<file path="config.mk">
export PLATFORM = sky130hd
export DESIGN_NAME = fpu_ret_collect_flat
export DESIGN_NICKNAME = d
export VERILOG_FILES = /design/src/rtl/fpu_ret_collect_pkg.sv /design/src/rtl/fpu_ret_collect_if.sv /design/src/rtl/fpu_ret_compact.sv /design/src/rtl/fpu_ret_collect.sv /design/src/flat_wrapper.sv
export SDC_FILE = /design/constraint.sdc
export NUM_CORES = 1
export LEC_CHECK = 0
export CORE_MARGIN = 2
export CORE_UTILIZATION = 45
export DETAILED_ROUTE_END_ITERATION = 10
export PLACE_DENSITY = 0.74
export SLEW_MARGIN = 20
export SYNTH_ARGS = -nofsm -noshare
export SYNTH_HDL_FRONTEND = slang
export SYNTH_SLANG_ARGS = --single-unit
export TNS_END_PERCENT = 1
</file>
<file path="constraint.sdc">
create_clock -name clk -period 6.92 [get_ports clk]
set_input_delay 1.384 -clock clk [delete_from_list [all_inputs] [get_ports clk]]
set_output_delay 1.384 -clock clk [all_outputs]
set_load 0.01 [all_outputs]
</file>
<file path="src/rtl/fpu_ret_collect_pkg.sv">
// Shared constants for FP completion records: record width, IEEE flag field and lane ids.
package fpu_ret_collect_pkg;

  localparam int unsigned RET_W    = 14;
  localparam int unsigned FLAG_LSB = 0;
  localparam int unsigned FLAG_W   = 5;
  localparam int unsigned LANES    = 3;
  localparam int unsigned OUT_W    = RET_W + 2;

  typedef enum logic [1:0] {
    LANE_U1   = 2'd0,
    LANE_U3   = 2'd1,
    LANE_U5   = 2'd2,
    LANE_NONE = 2'd3
  } lane_e;

  typedef struct packed {
    lane_e            lane;
    logic [RET_W-1:0] ret;
  } ret_rec_t;

endpackage

</file>
<file path="src/rtl/fpu_ret_collect_if.sv">
// Completion-record bus between the FP lanes/retire stage and the return collector.
interface fpu_ret_collect_if;
  import fpu_ret_collect_pkg::*;

  logic [RET_W-1:0]  u1_ret;
  logic              u1_ret_en;
  logic [RET_W-1:0]  u3_ret;
  logic              u3_ret_en;
  logic [RET_W-1:0]  u5_ret;
  logic              u5_ret_en;
  logic [OUT_W-1:0]  ret_out;
  logic              ret_valid;
  logic              ret_ready;
  logic              flags_clr;
  logic [FLAG_W-1:0] fp_flags;
  logic              fpu_stall;
  logic              ovf_err;

  modport master (
    output u1_ret, u1_ret_en, u3_ret, u3_ret_en, u5_ret, u5_ret_en,
    output ret_ready, flags_clr,
    input  ret_out, ret_valid, fp_flags, fpu_stall, ovf_err
  );

  modport slave (
    input  u1_ret, u1_ret_en, u3_ret, u3_ret_en, u5_ret, u5_ret_en,
    input  ret_ready, flags_clr,
    output ret_out, ret_valid, fp_flags, fpu_stall, ovf_err
  );

endinterface

</file>
<file path="src/rtl/fpu_ret_compact.sv">
// Compacts the three lane enables into in-order push slots and a push count (0..3).
module fpu_ret_compact
  import fpu_ret_collect_pkg::*;
(
  input  logic [LANES-1:0] en_i,
  output lane_e            slot_lane_o [LANES],
  output logic [1:0]       push_cnt_o
);

  logic [1:0] idx;

  always_comb begin
    idx = '0;
    for (int unsigned s = 0; s < LANES; s++) slot_lane_o[s] = LANE_NONE;
    for (int unsigned l = 0; l < LANES; l++) begin
      if (en_i[l]) begin
        slot_lane_o[idx] = lane_e'(l[1:0]);
        idx = idx + 2'd1;
      end
    end
    push_cnt_o = idx;
  end

endmodule

</file>
<file path="src/rtl/fpu_ret_collect.sv">
// Collects up to three lane completions per cycle into a circular buffer, drains one per
// cycle to retire, accumulates sticky IEEE flags and backpressures the scheduler.
module fpu_ret_collect
  import fpu_ret_collect_pkg::*;
#(
  parameter int unsigned DEPTH = 8,
  parameter int unsigned AW    = 3
) (
  input logic               clk,
  input logic               rst,
  fpu_ret_collect_if.slave  bus
);

  ret_rec_t          mem_q [DEPTH];
  logic [AW-1:0]     rd_ptr_q, rd_ptr_d;
  logic [AW-1:0]     wr_ptr_q, wr_ptr_d;
  logic [AW:0]       count_q, count_d;
  logic [FLAG_W-1:0] flags_q, flags_d;
  logic              stall_q, ovf_q, ovf_d;

  lane_e             slot_lane [LANES];
  ret_rec_t          slot_rec  [LANES];
  logic [1:0]        push_cnt, n_acc;
  logic [AW:0]       kept, room;
  logic              fire;
  ret_rec_t          head;

  fpu_ret_compact u_compact (
    .en_i        ({bus.u5_ret_en, bus.u3_ret_en, bus.u1_ret_en}),
    .slot_lane_o (slot_lane),
    .push_cnt_o  (push_cnt)
  );

  always_comb begin
    for (int unsigned k = 0; k < LANES; k++) begin
      slot_rec[k].lane = slot_lane[k];
      case (slot_lane[k])
        LANE_U1: slot_rec[k].ret = bus.u1_ret;
        LANE_U3: slot_rec[k].ret = bus.u3_ret;
        LANE_U5: slot_rec[k].ret = bus.u5_ret;
        default: slot_rec[k].ret = '0;
      endcase
    end
  end

  assign head          = mem_q[rd_ptr_q];
  assign bus.ret_valid = (count_q != '0);
  assign bus.ret_out   = bus.ret_valid ? head : '0;
  assign bus.fp_flags  = flags_q;
  assign bus.fpu_stall = stall_q;
  assign bus.ovf_err   = ovf_q;

  // Room is measured after this cycle's pop, so a drain frees a slot for a same-cycle push;
  // the slots beyond the room are the latest lanes and are the ones dropped.
  always_comb begin
    fire     = bus.ret_valid & bus.ret_ready;
    kept     = count_q - (AW+1)'(fire);
    room     = (AW+1)'(DEPTH) - kept;
    n_acc    = (room < (AW+1)'(push_cnt)) ? room[1:0] : push_cnt;
    ovf_d    = ovf_q | (push_cnt != n_acc);
    count_d  = kept + (AW+1)'(n_acc);
    wr_ptr_d = wr_ptr_q + AW'(n_acc);
    rd_ptr_d = rd_ptr_q + AW'(fire);
    flags_d  = (bus.flags_clr ? '0 : flags_q)
             | (fire ? head.ret[FLAG_LSB +: FLAG_W] : '0);
  end

  always_ff @(posedge clk) begin
    if (rst) begin
      rd_ptr_q <= '0;
      wr_ptr_q <= '0;
      count_q  <= '0;
      flags_q  <= '0;
      stall_q  <= 1'b0;
      ovf_q    <= 1'b0;
    end else begin
      rd_ptr_q <= rd_ptr_d;
      wr_ptr_q <= wr_ptr_d;
      count_q  <= count_d;
      flags_q  <= flags_d;
      stall_q  <= (count_d > (AW+1)'(DEPTH - 3));
      ovf_q    <= ovf_d;
    end
  end

  always_ff @(posedge clk) begin
    if (!rst) begin
      for (int unsigned k = 0; k < LANES; k++) begin
        if (k < 32'(n_acc)) mem_q[wr_ptr_q + AW'(k)] <= slot_rec[k];
      end
    end
  end

endmodule

</file>
<file path="src/flat_wrapper.sv">
// flat-port wrapper written by rule: the top's interface ports become plain ports
module fpu_ret_collect_flat import fpu_ret_collect_pkg::*;
#(
  parameter int unsigned DEPTH = 8,
  parameter int unsigned AW    = 3
)
  (clk, rst, bus_u1_ret, bus_u1_ret_en, bus_u3_ret, bus_u3_ret_en, bus_u5_ret, bus_u5_ret_en, bus_ret_ready, bus_flags_clr, bus_ret_out, bus_ret_valid, bus_fp_flags, bus_fpu_stall, bus_ovf_err);
  fpu_ret_collect_if bus_i ();
  input logic clk;
  input logic rst;
  input wire logic [$bits(bus_i.u1_ret)-1:0] bus_u1_ret;
  input wire logic [$bits(bus_i.u1_ret_en)-1:0] bus_u1_ret_en;
  input wire logic [$bits(bus_i.u3_ret)-1:0] bus_u3_ret;
  input wire logic [$bits(bus_i.u3_ret_en)-1:0] bus_u3_ret_en;
  input wire logic [$bits(bus_i.u5_ret)-1:0] bus_u5_ret;
  input wire logic [$bits(bus_i.u5_ret_en)-1:0] bus_u5_ret_en;
  input wire logic [$bits(bus_i.ret_ready)-1:0] bus_ret_ready;
  input wire logic [$bits(bus_i.flags_clr)-1:0] bus_flags_clr;
  output wire logic [$bits(bus_i.ret_out)-1:0] bus_ret_out;
  output wire logic [$bits(bus_i.ret_valid)-1:0] bus_ret_valid;
  output wire logic [$bits(bus_i.fp_flags)-1:0] bus_fp_flags;
  output wire logic [$bits(bus_i.fpu_stall)-1:0] bus_fpu_stall;
  output wire logic [$bits(bus_i.ovf_err)-1:0] bus_ovf_err;
  assign bus_i.u1_ret = bus_u1_ret;
  assign bus_i.u1_ret_en = bus_u1_ret_en;
  assign bus_i.u3_ret = bus_u3_ret;
  assign bus_i.u3_ret_en = bus_u3_ret_en;
  assign bus_i.u5_ret = bus_u5_ret;
  assign bus_i.u5_ret_en = bus_u5_ret_en;
  assign bus_i.ret_ready = bus_ret_ready;
  assign bus_i.flags_clr = bus_flags_clr;
  assign bus_ret_out = bus_i.ret_out;
  assign bus_ret_valid = bus_i.ret_valid;
  assign bus_fp_flags = bus_i.fp_flags;
  assign bus_fpu_stall = bus_i.fpu_stall;
  assign bus_ovf_err = bus_i.ovf_err;
  fpu_ret_collect #(.DEPTH(DEPTH), .AW(AW)) u_core (.clk(clk), .rst(rst), .bus(bus_i));
endmodule
</file>
# == Yosys cells after proc, flatten, opt, wreduce, memory -nomap -nowiden ==
# Memory sizes are Yosys's and may differ from the RTL's. A register that Yosys moved wholly into a read port is not among the register bits.
# Cells that the tools add are included.
# op_classes
n_bitwise,11
n_eq_ne,7
n_mux,27
add_sub_neg,9
reduce_logical,6
magnitude_cmp,9
# op_table
cell,count
14-bit one-hot mux with 3 select lines,3
16-bit 2-to-1 mux,1
2-bit 2-to-1 mux,6
6-bit 2-to-1 mux,2
1-bit 2-to-1 mux,10
5-bit 2-to-1 mux,2
2-bit demux with 2-bit select,2
3-bit bitwise AND,2
"2-bit by 1-bit == test with 1-bit output, second input constant",3
"2-bit == test, second input constant",3
"3-bit >= comparator, second input constant",2
2-bit logical NOT,3
"3-bit by 1-bit less-than comparator with 1-bit output, second input constant",2
3-bit NOT,2
3-bit OR,2
5-bit OR,1
"2-bit by 1-bit adder with 2-bit output, second input constant",2
4-bit by 2-bit adder with 4-bit output,1
"4-bit by 3-bit greater-than comparator with 1-bit output, second input constant",1
"1-bit by 2-bit less-than comparator with 1-bit output, first input constant",2
4-bit by 2-bit less-than comparator with 1-bit output,1
4-bit nonzero test,1
4-bit by 1-bit subtractor with 4-bit output,1
"4-bit subtractor, first input constant",1
other kinds (12),13
# totals
register_bits,17
output_inout_bits,24
in_bits,49
mem_bits_rw,128
memories,1
word_cells,76
# memory_table
name,depth,word_bits,read_ports,rd_ports_with_merged_regs,write_ports,line,source
u_core.mem_q,8,16,1,1,3,fpu_ret_collect.sv:14,ret_rec_t mem_q [DEPTH];

# == Logic depth before layout (Yosys ltp) ==
# logic_depth
word_depth,13
depth_mapped,21
ltp_nobuf,21

# == Hierarchy ==
# From an unflattened synthesis, not the netlist that was laid out.
# unflattened
cells_unflattened,897
hier_area_um2,10258.6
# modules_own_cells
module,cells_each,area_per_inst_um2,instances
fpu_ret_collect,880,10134.7,1
fpu_ret_compact,17,123.9,1

# == Worst setup path before layout ==
# OpenSTA, ideal clock, no wires.
# synth_path
path_type,in2reg
startpoint,input port bus_ret_ready
endpoint,memory u_core.mem_q[2][0] in the netlist's numbering (enable)
n_path_buf,0
arrival_ps,5788
t_required_ps,6485
path_stages,14
setup_slack_ps,696
setup_ps,435
cell_sequence,nand2_1 -> inv_1 -> ha_1 -> xor2_1 -> inv_1 -> ha_1 -> ha_1 -> a211oi_1 -> mux2i_1 -> or4b_4 -> nand3_2 -> inv_2 -> maj3_1 -> o41ai_1
# synth_rtl
item,line,source
"start, declared",flat_wrapper.sv:17,input wire logic [$bits(bus_i.ret_ready)-1:0] bus_ret_ready;
"end, declared",fpu_ret_collect.sv:14,

==> results_dict.tcl <==
set metrics [dict create \
    status "finished, final reports clean" \
    fp.dieArea_um2 22800 \
    finalHoldViolCount 0 \
    io_pins 73 \
    vias_per_cell 6.043 \
    cts_buffers 17 \
    setup_tns_ns 0 \
    p_leak_nw 4.410 \
    post_cts_buffers 0 \
    synth_top_family_by_area "multiplexers" \
    io_buffers 72 \
    grt-ovfl-total 0 \
    rsz0062_at_grt "no" \
    slew_headroom_pct 26.65 \
    async_flop_share_pct 0 \
    worst-path-buf-inv 4 \
    slew_violations 0 \
    setup_violations 0 \
    synth-main-ff-cell "edfxtp_1" \
    cp-end-kind "flop" \
    detailedRoute.firstPassIterationCount 5 \
    r2r-start "u_core.count_q[3]$_SDFF_PP0_" \
    floorplan.initialDensity_pct 46.10 \
    cp_max_fo 16 \
    synth.avg_cell_area_um2 12.15 \
    max_freq_mhz 167.3 \
    yosysUniqueCellTypes 46 \
    die_w_um 151.0 \
    syn_inst 800 \
    critPathKind "in2reg" \
    clock_sinks 145 \
    clk_latency_ns 0.44 \
    crit_chain "clkdlybuf4s50_1 -> nand2_1 -> inv_1 -> ha_1 -> xor2_1 -> inv_1 -> ha_1 -> ha_1 -> a211oi_1 -> mux2i_1 -> or4b_4 -> nand3_2 -> inv_2 -> or4_1 -> nand3b_1" \
    synth_area_leaders "edfxtp_1 (40%), mux2i_1 (29%), mux4_2 (7.4%)" \
    synth_area_leader_cell "edfxtp_1" \
    synth_mux_area_share_pct 36.37 \
    postCtsHoldBufs 0 \
    r2r_end "u_core.mem_q[1][10]$_DFFE_PP_" \
    netlist_area_um2 9722 \
    track_usage_pct 22.73 \
    hold_path_end "u_core.bus.ovf_err$_SDFF_PP0_" \
    min_period_ns 5.977 \
    grt_max_degree 34 \
    syn_nets 868 \
    via_count 6943 \
    synth_edf_count 128 \
    r2r_cells 17 \
    cpMostUsedCell "ha_1" \
    ys_ff_latch 145 \
    tightest_slew_ns 1.099 \
    critPathSlowestCell "nand3b_1" \
    synth_compound_area_share_pct 6.371 \
    cts-htree-levels 4 \
    dp_hpwl_mm 17.25 \
    start_kind "input port" \
    synthAdderAreaFrac_pct 2.780 \
    worst-r2r-setup-slack_ns 1.31 \
    ir_worst_vdd_uv 206.6 \
    critPathMaxStageDelay_ns 0.68 \
    synth-seq-area-share_pct 43.04 \
    core_um2 21090 \
    power_density_nw_per_um2 378.0 \
    drt_iter0_drc 602 \
    fin_worst_skew_ns 0.007469 \
    wl_per_cell_um 21.61 \
    antenna_found_initial 0 \
    fin_crit_sh_pct 86.37 \
    synthXorXnorAreaFrac_pct 0.8880 \
    yosysTopAreaCellShare_pct 39.54 \
    n_antenna_cell 0 \
    final_area_um2 11330 \
    grt_pass1_vias 6865 \
    rows 53 \
    cts_buffer_depth 2 \
    fin_nets 929 \
    routed_wl_mm 24.83 \
    drc_errors 0 \
    area_growth_pct 16.51 \
    cts-resized-gates 0 \
    clkTransAtPathRegs_ns 0.07 \
    grt_first_pass_wirelength_mm 38.95 \
    place_congestion 0.8248 \
    maxCapViolations 0 \
    clockRootBuffer "clkbuf_16" \
    hold_path_class "reg2reg" \
    crit_arrival_ns 6.03 \
    ys_warn_count 0 \
    synthSimpleGateAreaFrac_pct 6.744 \
    critPathTopFamily "simple AND/OR/NAND/NOR gates" \
    cts_tree "done" \
    die_h_um 151.0 \
    hold_depth 2 \
    ant_nets 0 \
    placedInstanceArea_um2 10760 \
    cp.required_ns 6.98 \
    drive_above_1_share_pct 13.04 \
    fillers 1843 \
    worstHoldStart "u_core.bus.ovf_err$_SDFF_PP0_" \
]
sequential cells by signal, indices dropped and copies added, names as in the netlist:
signal and flops:
u_core.mem_q 128, u_core.bus.fp_flags 5, u_core.count_q 4, u_core.rd_ptr_q 3, u_core.wr_ptr_q 3, u_core.bus.fpu_stall 1, u_core.bus.ovf_err 1
metrics by stage:
stage / instances / hold WS (ns) / worst slack [ns] / utilization (%) / total power [W]
CTS: 1149 / 0.4756 / 0.9534 / 53.71 / 0.004293
detailed placement: 1117 / 0.4603 / 0.5708 / 51.04 / 0.003395
finish: 1149 / 0.4647 / 0.9431 / 53.71 / 0.004282
floorplan: 800 / 0.5021 / 0.6961 / - / 0.002753
global route: 1149 / 0.5123 / 0.6391 / 53.71 / 0.004526
global placement: 1117 / 0.4526 / 0.7146 / 51.04 / 0.003351
layer usage:
metal | track usage, % | vias up | routed length, µm
met5 | 0 | - | 0
met1 | 32.90 | 3416 | 11360
met4 | 6.308 | 0 | 326
met3 | 3.855 | 35 | 1833
li1 | - | 3185 | -
met2 | 35.41 | 307 | 11300
synthesized netlist by cell type, drive strengths merged (2+ instances only):
| master | instances |
|---|---|
| o31ai | 4 |
| o21ai | 8 |
| edfxtp | 128 |
| nor2b | 5 |
| nor3 | 5 |
| a21o | 2 |
| inv | 16 |
| clkbuf | 28 |
| nor4 | 2 |
| mux2i | 279 |
| buf | 33 |
| nor3b | 2 |
| dfxtp | 17 |
| a21oi | 23 |
| nand2b | 7 |
| a22oi | 28 |
| nand2 | 40 |
| mux4 | 32 |
| or4 | 3 |
| xor2 | 3 |
| mux2 | 2 |
| ha | 16 |
| nand3 | 8 |
| fa | 3 |
| nand3b | 5 |
| o22ai | 14 |
| xnor2 | 6 |
| a31oi | 10 |
| nor2 | 61 |
how the worst max path moves through the flow:
stage | from | endpoint | slack (ns) | depth (start not counted)
after global routing | bus_ret_ready | u_core.mem_q[1][8]$_DFFE_PP_ | 0.64 | 15
after global placement | bus_ret_ready | u_core.mem_q[1][12]$_DFFE_PP_ | 0.71 | 15
after detailed placement | bus_ret_ready | u_core.mem_q[1][12]$_DFFE_PP_ | 0.57 | 15
after CTS | bus_ret_ready | u_core.mem_q[1][13]$_DFFE_PP_ | 0.95 | 15
after floorplan | bus_ret_ready | u_core.mem_q[2][0]$_DFFE_PP_ | 0.70 | 14
final | bus_ret_ready | u_core.mem_q[1][10]$_DFFE_PP_ | 0.94 | 15
power breakdown:
| part | internal [W] | total [W] | switching [W] |
|---|---|---|---|
| registers | 0.00132 | 0.00143 | 0.000109 |
| clock network | 0.000500 | 0.000886 | 0.000386 |
| logic | 0.000870 | 0.00196 | 0.00109 |
| total | 0.00269 | 0.00428 | 0.00159 |
cell families (layout without fill, tap and decap cells):
logic type | Yosys count | in the layout
flops | 145 | 145
simple gates | 143 | 143
buf+inv | 77 | 151
compound gates | 93 | 93
xor+xnor | 9 | 9
mux | 313 | 313
fa+ha+maj | 20 | 20
final cells by class:
cell class / count / area, µm² / area share (%)
Timing Repair Buffer: 103 / 953.4 / 8.417
Clock inverter: 14 / 133.9 / 1.182
Inverter: 16 / 60.06 / 0.5302
Clock buffer: 18 / 429.2 / 3.789
Multi-Input combinational cell: 578 / 5221 / 46.10
Tap cell: 275 / 344.1 / 3.038
Sequential cell: 145 / 4185 / 36.95
worst min-delay path: stages, from the launching register on:
cell     delay, ns
dfxtp_1       0.32
a21oi_1       0.04
nor2_1        0.07
cell usage in the layout (no fill, tap or decap), types with 17 or more instances in the layout:
master	instances
mux2i_1	279
edfxtp_1	128
clkdlybuf4s50_1	72
nor2_1	61
nand2_1	40
mux4_2	32
buf_4	31
a22oi_1	28
a21oi_1	23
clkbuf_16	17
Note: power is estimated with default switching activity, not from simulation.
